### src/rtl/card_dealer_arb_if.sv
// Handshake bundle between the card dealer arbiter and the game logic.
// Signal directions are named from the dealer's side: i_* flow into the
// dealer, o_* flow out of it.
interface card_dealer_arb_if;
    logic [3:0] i_currentCard;
    logic       i_pReq;
    logic       i_dReq;
    logic       i_pAck;
    logic       i_dAck;
    logic [3:0] o_cardOut;
    logic       o_pValid;
    logic       o_dValid;
    logic [6:0] o_cardsLeft;
    logic       o_shoeEmpty;
    logic       o_busy;

    modport slave (
        input  i_currentCard, i_pReq, i_dReq, i_pAck, i_dAck,
        output o_cardOut, o_pValid, o_dValid, o_cardsLeft, o_shoeEmpty, o_busy
    );

    modport master (
        output i_currentCard, i_pReq, i_dReq, i_pAck, i_dAck,
        input  o_cardOut, o_pValid, o_dValid, o_cardsLeft, o_shoeEmpty, o_busy
    );
endinterface

### src/rtl/card_dealer_arb.sv
// Card dealer arbiter: shares the free-running card generator between the
// player and the dealer with round-robin priority, enforces a finite shoe
// (per-value copy limits) and hands each card over a valid/ack handshake.
// i_key[1] is the asynchronous active-low reset, i_key[0] the active-low
// new-shoe button.
module card_dealer_arb #(
    parameter int COPIES     = 4,
    parameter int TEN_COPIES = 16,
    parameter int RETRY_MAX  = 32
) (
    input  logic       i_clock50,
    input  logic [1:0] i_key,
    card_dealer_arb_if.slave bus
);

    localparam logic [6:0] FRESH_CARDS = 7'(10 * COPIES + TEN_COPIES);
    localparam logic [7:0] RETRY_LIMIT = 8'(RETRY_MAX);

    typedef enum logic [2:0] {
        S_IDLE,
        S_SAMPLE,
        S_CHECK,
        S_SCAN,
        S_DELIVER
    } state_t;

    // Copy limit for a card value: tens have their own larger pool.
    function automatic logic [4:0] limitOf(input logic [3:0] value);
        return (value == 4'd10) ? 5'(TEN_COPIES) : 5'(COPIES);
    endfunction

    logic       w_rstAsyncN;
    logic       w_rstN;
    logic [1:0] r_rstSync;
    logic [1:0] r_keySync;
    logic       r_keyPrev;
    logic       w_newShoeEdge;

    state_t     r_state;
    logic       r_grantDealer;
    logic       r_rrDealer;
    logic [3:0] r_cand;
    logic [7:0] r_retry;
    logic [4:0] r_used [0:15];
    logic [6:0] r_cardsLeft;
    logic       r_shoeEmpty;
    logic       r_pending;
    logic [3:0] r_cardOut;
    logic       r_pValid;
    logic       r_dValid;
    logic       r_busy;

    logic       w_grantReq;
    logic       w_candOk;
    logic       w_candInRange;
    logic       w_ackMatch;
    logic [3:0] w_scanValue;
    logic       w_commit;
    logic [3:0] w_commitValue;

    assign w_rstAsyncN = i_key[1];
    assign w_rstN      = r_rstSync[1];

    // Reset asserts immediately but is released only after two clean clock edges.
    always_ff @(posedge i_clock50 or negedge w_rstAsyncN) begin
        if (!w_rstAsyncN) begin
            r_rstSync <= 2'b00;
        end else begin
            r_rstSync <= {r_rstSync[0], 1'b1};
        end
    end

    // Bring the new-shoe button into the clock domain and remember its last level.
    always_ff @(posedge i_clock50 or negedge w_rstN) begin
        if (!w_rstN) begin
            r_keySync <= 2'b11;
            r_keyPrev <= 1'b1;
        end else begin
            r_keySync <= {r_keySync[0], i_key[0]};
            r_keyPrev <= r_keySync[1];
        end
    end

    assign w_newShoeEdge = r_keyPrev & ~r_keySync[1];

    assign w_grantReq    = r_grantDealer ? bus.i_dReq : bus.i_pReq;
    assign w_ackMatch    = r_grantDealer ? bus.i_dAck : bus.i_pAck;
    assign w_candInRange = (bus.i_currentCard >= 4'd1) && (bus.i_currentCard <= 4'd11);
    assign w_candOk      = r_used[r_cand] < limitOf(r_cand);

    // Fallback choice: lowest card value that still has copies left in the shoe.
    always_comb begin
        w_scanValue = 4'd1;
        for (int v = 11; v >= 1; v--) begin
            if (r_used[v] < limitOf(4'(v))) begin
                w_scanValue = 4'(v);
            end
        end
    end

    assign w_commit      = ((r_state == S_CHECK) && w_grantReq && w_candOk) || (r_state == S_SCAN);
    assign w_commitValue = (r_state == S_SCAN) ? w_scanValue : r_cand;

    // Main controller: arbitration, sampling, shoe bookkeeping and delivery.
    always_ff @(posedge i_clock50 or negedge w_rstN) begin
        if (!w_rstN) begin
            r_state       <= S_IDLE;
            r_grantDealer <= 1'b0;
            r_rrDealer    <= 1'b0;
            r_cand        <= 4'd0;
            r_retry       <= 8'd0;
            for (int v = 0; v < 16; v++) begin
                r_used[v] <= 5'd0;
            end
            r_cardsLeft   <= FRESH_CARDS;
            r_shoeEmpty   <= 1'b0;
            r_pending     <= 1'b0;
            r_cardOut     <= 4'd0;
            r_pValid      <= 1'b0;
            r_dValid      <= 1'b0;
            r_busy        <= 1'b0;
        end else begin
            if (w_newShoeEdge) begin
                r_pending <= 1'b1;
            end

            case (r_state)
                S_IDLE: begin
                    if (r_pending) begin
                        for (int v = 0; v < 16; v++) begin
                            r_used[v] <= 5'd0;
                        end
                        r_cardsLeft <= FRESH_CARDS;
                        r_shoeEmpty <= 1'b0;
                        r_pending   <= w_newShoeEdge;
                    end else if (!r_shoeEmpty && (bus.i_pReq || bus.i_dReq)) begin
                        r_grantDealer <= bus.i_dReq && (!bus.i_pReq || r_rrDealer);
                        r_retry       <= 8'd0;
                        r_state       <= S_SAMPLE;
                        r_busy        <= 1'b1;
                    end
                end

                S_SAMPLE: begin
                    if (!w_grantReq) begin
                        r_state <= S_IDLE;
                        r_busy  <= 1'b0;
                    end else if (w_candInRange) begin
                        r_cand  <= bus.i_currentCard;
                        r_state <= S_CHECK;
                    end
                end

                S_CHECK: begin
                    if (!w_grantReq) begin
                        r_state <= S_IDLE;
                        r_busy  <= 1'b0;
                    end else if (w_candOk) begin
                        r_state <= S_DELIVER;
                    end else begin
                        r_retry <= r_retry + 8'd1;
                        if ((r_retry + 8'd1) == RETRY_LIMIT) begin
                            r_state <= S_SCAN;
                        end else begin
                            r_state <= S_SAMPLE;
                        end
                    end
                end

                S_SCAN: begin
                    r_state <= S_DELIVER;
                end

                S_DELIVER: begin
                    if (w_ackMatch) begin
                        r_pValid   <= 1'b0;
                        r_dValid   <= 1'b0;
                        r_rrDealer <= ~r_grantDealer;
                        r_state    <= S_IDLE;
                        r_busy     <= 1'b0;
                    end
                end

                default: begin
                    r_state <= S_IDLE;
                    r_busy  <= 1'b0;
                end
            endcase

            if (w_commit) begin
                r_used[w_commitValue] <= r_used[w_commitValue] + 5'd1;
                if (r_cardsLeft != 7'd0) begin
                    r_cardsLeft <= r_cardsLeft - 7'd1;
                end
                r_shoeEmpty <= (r_cardsLeft <= 7'd1);
                r_cardOut   <= w_commitValue;
                r_pValid    <= ~r_grantDealer;
                r_dValid    <= r_grantDealer;
            end
        end
    end

    assign bus.o_cardOut   = r_cardOut;
    assign bus.o_pValid    = r_pValid;
    assign bus.o_dValid    = r_dValid;
    assign bus.o_cardsLeft = r_cardsLeft;
    assign bus.o_shoeEmpty = r_shoeEmpty;
    assign bus.o_busy      = r_busy;

endmodule
### src/flat_wrapper.sv
// flat-port wrapper written by rule: the top's interface ports become plain ports
module card_dealer_arb_flat 
#(
    parameter int COPIES     = 4,
    parameter int TEN_COPIES = 16,
    parameter int RETRY_MAX  = 32
)
  (i_clock50, i_key, bus_i_currentCard, bus_i_pReq, bus_i_dReq, bus_i_pAck, bus_i_dAck, bus_o_cardOut, bus_o_pValid, bus_o_dValid, bus_o_cardsLeft, bus_o_shoeEmpty, bus_o_busy);
  card_dealer_arb_if bus_i ();
  input  logic i_clock50;
  input  logic [1:0] i_key;
  input wire logic [$bits(bus_i.i_currentCard)-1:0] bus_i_currentCard;
  input wire logic [$bits(bus_i.i_pReq)-1:0] bus_i_pReq;
  input wire logic [$bits(bus_i.i_dReq)-1:0] bus_i_dReq;
  input wire logic [$bits(bus_i.i_pAck)-1:0] bus_i_pAck;
  input wire logic [$bits(bus_i.i_dAck)-1:0] bus_i_dAck;
  output wire logic [$bits(bus_i.o_cardOut)-1:0] bus_o_cardOut;
  output wire logic [$bits(bus_i.o_pValid)-1:0] bus_o_pValid;
  output wire logic [$bits(bus_i.o_dValid)-1:0] bus_o_dValid;
  output wire logic [$bits(bus_i.o_cardsLeft)-1:0] bus_o_cardsLeft;
  output wire logic [$bits(bus_i.o_shoeEmpty)-1:0] bus_o_shoeEmpty;
  output wire logic [$bits(bus_i.o_busy)-1:0] bus_o_busy;
  assign bus_i.i_currentCard = bus_i_currentCard;
  assign bus_i.i_pReq = bus_i_pReq;
  assign bus_i.i_dReq = bus_i_dReq;
  assign bus_i.i_pAck = bus_i_pAck;
  assign bus_i.i_dAck = bus_i_dAck;
  assign bus_o_cardOut = bus_i.o_cardOut;
  assign bus_o_pValid = bus_i.o_pValid;
  assign bus_o_dValid = bus_i.o_dValid;
  assign bus_o_cardsLeft = bus_i.o_cardsLeft;
  assign bus_o_shoeEmpty = bus_i.o_shoeEmpty;
  assign bus_o_busy = bus_i.o_busy;
  card_dealer_arb #(.COPIES(COPIES), .TEN_COPIES(TEN_COPIES), .RETRY_MAX(RETRY_MAX)) u_core (.i_clock50(i_clock50), .i_key(i_key), .bus(bus_i));
endmodule
### config.mk
export PLATFORM = sky130hd
export DESIGN_NAME = card_dealer_arb_flat
export DESIGN_NICKNAME = d
export VERILOG_FILES = /design/src/rtl/card_dealer_arb_if.sv /design/src/rtl/card_dealer_arb.sv /design/src/flat_wrapper.sv
export SDC_FILE = /design/constraint.sdc
export NUM_CORES = 1
export LEC_CHECK = 0
export CORE_MARGIN = 1.5
export CORE_UTILIZATION = 34
export DETAILED_ROUTE_END_ITERATION = 10
export HOLD_SLACK_MARGIN = 0.06
export PLACE_DENSITY_LB_ADDON = 0.12
export SLEW_MARGIN = 20
export SYNTH_ARGS = -nofsm -noshare
export SYNTH_HDL_FRONTEND = slang
export SYNTH_SLANG_ARGS = --single-unit
### constraint.sdc
create_clock -name i_clock50 -period 4.7 [get_ports i_clock50]
set_input_delay 0.94 -clock i_clock50 [delete_from_list [all_inputs] [get_ports i_clock50]]
set_output_delay 0.94 -clock i_clock50 [all_outputs]
set_load 0.005 [all_outputs]
==> results by group <==
Global routing
  • Global-route wire length before repair: 27.83 mm
  • Grt ovf: 0
  • Initial antenna violation count: 0
  • Maximum number of pins on one net before global-route repair: 85
  • Via count of the first global-routing pass: 4919
  • Gr usage total: 18.71%

Logic synthesis
  • Async set-or-reset flop fraction in the synthesized netlist: 100.0%
  • Net count of the mapped netlist: 656
  • Syn Area/Cell: 9.755 µm²
  • Area share of the largest cell type after synthesis: 44.96%
  • Part of the Yosys area used for sequential elements: 47.49%
  • Ranking of synthesized cells by area: sky130_fd_sc_hd__dfrtp_1 (45%), sky130_fd_sc_hd__nand3_1 (8.4%), sky130_fd_sc_hd__o21ai_0 (7.5%), sky130_fd_sc_hd__mux2i_1 (5.8%), sky130_fd_sc_hd__mux4_2 (3.6%)
  • Number of warnings issued by yosys: 0
  • Adder and majority gate portion of the synthesized area: 1.204%
  • Synthesized-area fraction occupied by and/or/nand/nor cells: 19.41%
  • Mapped cell area: 6233 µm²
  • Number of distinct library cell variants in the gate-level netlist after synthesis: 60
  • Number of enable-type register cells in the synthesized netlist: 0
  • Register bit count reported by yosys: 118
  • Combinational family with the most area after synthesis: simple AND/OR/NAND/NOR gates
  • Leading register cell type out of synthesis: sky130_fd_sc_hd__dfrtp_1
  • Xor and xnor fraction of the mapped netlist area: 1.084%
  • Biggest area consumer among synthesized cells: sky130_fd_sc_hd__dfrtp_1
  • Mapped Cells: 639
  • Compound-cell area share of the yosys netlist: 15.92%
  • Multiplexer area fraction after synthesis: 11.20%

Pwr
  • Power per cell area: 529.8 nW/µm²
  • Overall Power: 0.003855 W
  • Max VDD drop: 0.3353 mV
  • Static power due to leakage: 3.034 nW

STA
  • Actual slew at the worst max-slew pin: 0.9840 ns
  • Final Cycle Share: 88.75%
  • Relative slew slack: 34.40%
  • Total of endpoints with negative setup slack in the final report: 0
  • Final hold violation count: 0
  • Pins over their slew limit: 0
  • Final min period: 4.171 ns
  • Setup repair after global routing missed its margin: no
  • Worst clock skew: 0.007863 ns
  • TNS Setup: 0 ns
  • FMAX: 239.7 MHz

Cells and area
  • Total number of nets in the final design: 679
  • Footprint of the flip-flops and latches: 2964 µm²
  • Diode insertion count for antenna repair: 0
  • Area overhead of the layout relative to synthesis: 16.72%
  • Most common cell after layout, fill and taps aside: sky130_fd_sc_hd__dfrtp_1
  • Most frequent cells in the layout: sky130_fd_sc_hd__dfrtp_1 (111), sky130_fd_sc_hd__nand3_1 (104), sky130_fd_sc_hd__o21ai_0 (93), sky130_fd_sc_hd__nor2_1 (44), sky130_fd_sc_hd__nand2_1 (42)
  • Number of fill cells in the layout: 1777
  • Multi-input gate area: 3050 µm²
  • Share of cells above drive strength 1: 13.78%

Run status
  • Run status: finished, final reports clean

Clocking
  • Number of setup buffers added after CTS: 0
  • CTS tree: done
  • TritonCTS buffer count: 17
  • Number of hold buffers added after cts: 0
  • # resized after CTS: 0
  • Clock insertion delay at the later pin of the skew report: 0.43 ns
  • Clock transition at the register clock pins on the worst setup and hold paths after CTS: 0.06 ns
  • CTS Root Cell: sky130_fd_sc_hd__clkbuf_16
  • Clock sinks: 118
  • Maximum level of the CTS H-tree: 4
  • Clock Path Buffers: 2

Placed design
  • GP Congestion: 0.8148
  • HPWL Detailed: 11.71 mm
  • Quantity of I/O buffers inserted on ports: 25

Routing
  • Total number of vias: 5111
  • Post-route antenna net violation count: 0
  • Final wirelength: 17.27 mm
  • Number of remaining DRC errors: 0
  • First-pass iteration count of the detailed router: 5
  • Max layer used: met4
  • Detailed-routing wirelength on met1: 8.100 mm
  • Detailed route wirelength on metal3: 696 µm
  • Vias per cell: 5.654
  • DR iter-0 viols: 355
  • Met2 WL post-DR: 8.156 mm
  • Routed length per placed instance: 19.10 µm

Run
  • MaxCap Viol Count: 0

Floorplanning
  • Full die area: 19150 µm²
  • DIE HEIGHT: 138.4 µm
  • Number of standard-cell rows in the floorplan: 49
  • Number of primary I/O pins: 26
  • Placeable core region: 17960 µm²
  • Initial core utilization: 34.70%
  • Die Span X: 138.4 µm

Critical path
  • List of cells traversed by the critical path: nor3_1 -> a311oi_1 -> o31ai_1 -> a22o_2 -> mux2i_1 -> o22ai_1 -> or4_1 -> ha_1 -> xnor2_1 -> buf_4 -> o21ai_0
  • Worst Setup End Kind: flip-flop
  • Critical path arrival: 4.46 ns
  • Largest fanout of any net on the critical path: 29
  • Delay of the slowest cell on the worst path: 0.80 ns
  • Critical path start-end classification: reg2reg
  • CP Data Required Time: 4.99 ns
  • CP max-delay cell: sky130_fd_sc_hd__or4_1
  • Sort of element at the start of the critical path: flip-flop

Hold path
  • Min-delay worst type: reg2reg
## per-stage QoR
step           hold slack (ns)  instance area (µm²)  instances  setup WS (ns)  utilization [%]
2_1_floorplan           0.3312                 6233        639          1.125                -
3_3_place_gp            0.3396                 6686        872         0.6188            37.22
3_5_place_dp            0.3402                 6686        872         0.5054            37.22
4_1_cts                 0.3562                 7276        904         0.4894            40.50
5_1_grt                 0.3577                 7276        904         0.2072            40.50
6_report                0.3531                 7276        904         0.5288            40.50
## cells in the mapped netlist, drive strengths merged, types with 3 or more instances
master,count
dfrtp,112
o21ai,106
nand3,105
nor2,44
nand2,43
mux2i,36
clkbuf,25
nor3,16
a21oi,14
o22ai,14
buf,10
mux2,10
mux4,10
inv,8
dfstp,6
ha,6
nand2b,6
or3,6
nor4,5
o31ai,5
or4,5
a31oi,4
and3,4
xnor2,4
a22o,3
o21a,3
## worst paths after layout
| path | startpoint | endpoint | cells after the start | slack, ns |
|---|---|---|---|---|
| max | u_core.r_used[43] | u_core.r_used[37] | 11 | 0.53 |
| min | u_core.r_rstSync[0] | u_core.r_rstSync[1] | 0 | 0.35 |
| max reg2reg | u_core.r_used[43] | u_core.r_used[37] | 11 | 0.53 |
| min reg2reg | u_core.r_rstSync[0] | u_core.r_rstSync[1] | 0 | 0.35 |
| max in group asynchronous | u_core.r_rstSync[1] | u_core.bus.o_cardOut[0] | 1 | 3.05 |
| min in group asynchronous | u_core.r_rstSync[1] | u_core.r_used[1] | 0 | 0.49 |
## critical path: cells and delay by family (launching register included)
family          cells  cell delay, ns
compound gates      5            1.28
xor+xnor            1            0.27
fa+ha+maj           1            0.34
buf+inv             1            0.22
flops               1            0.41
mux                 1            0.29
simple gates        2            1.20
## kinds of logic (layout without fill, tap and decap cells)
| logic type | count (synthesis) | in the layout |
|---|---|---|
| AOI/OAI and AO/OA | 166 | 166 |
| xor gates and xnor gates | 6 | 6 |
| adders and majority gates | 6 | 6 |
| buffers and inverters | 43 | 79 |
| DFF | 118 | 118 |
| muxes | 56 | 56 |
| other | 1 | 1 |
| and+or+nand+nor | 243 | 243 |
## area by class of cell
| class | instances | share of cell area (%) |
|---|---|---|
| Sequential cell | 118 | 40.74 |
| Multi-Input combinational cell | 478 | 41.93 |
| Clock inverter | 14 | 2.064 |
| Timing Repair Buffer | 39 | 4.884 |
| Tap cell | 229 | 3.938 |
| Inverter | 8 | 0.4127 |
| Clock buffer | 18 | 6.036 |
## power breakdown
part	internal (W)	total (W)	leakage [nW]	switching (W)
sequential	0.00114	0.00133	1.59	0.000187
clock	0.000797	0.00131	0.283	0.000516
combinational	0.000460	0.00121	1.16	0.000751
total	0.00240	0.00385	3.03	0.00145
## sequential cells by signal (all words and copies together), names as in the netlist
name                    cells
u_core.bus.o_cardsLeft      7
u_core.r_rrDealer           1
u_core.r_pending            1
u_core.bus.o_dValid         1
u_core.r_used              80
u_core.bus.o_cardOut        4
u_core.r_rstSync            2
u_core.r_grantDealer        1
u_core.r_cand               4
u_core.r_keySync            2
u_core.r_keyPrev            1
u_core.bus.o_busy           1
u_core.bus.o_pValid         1
u_core.bus.o_shoeEmpty      1
u_core.r_state              3
u_core.r_retry              8
## layer usage
metal | global-route usage, % | vias up
met1 | 25.18 | 2543
met5 | 0 | -
met2 | 29.67 | 130
met4 | 7.313 | 0
met3 | 3.845 | 23
li1 | - | 2415
Power figures use the tool's default switching activity.
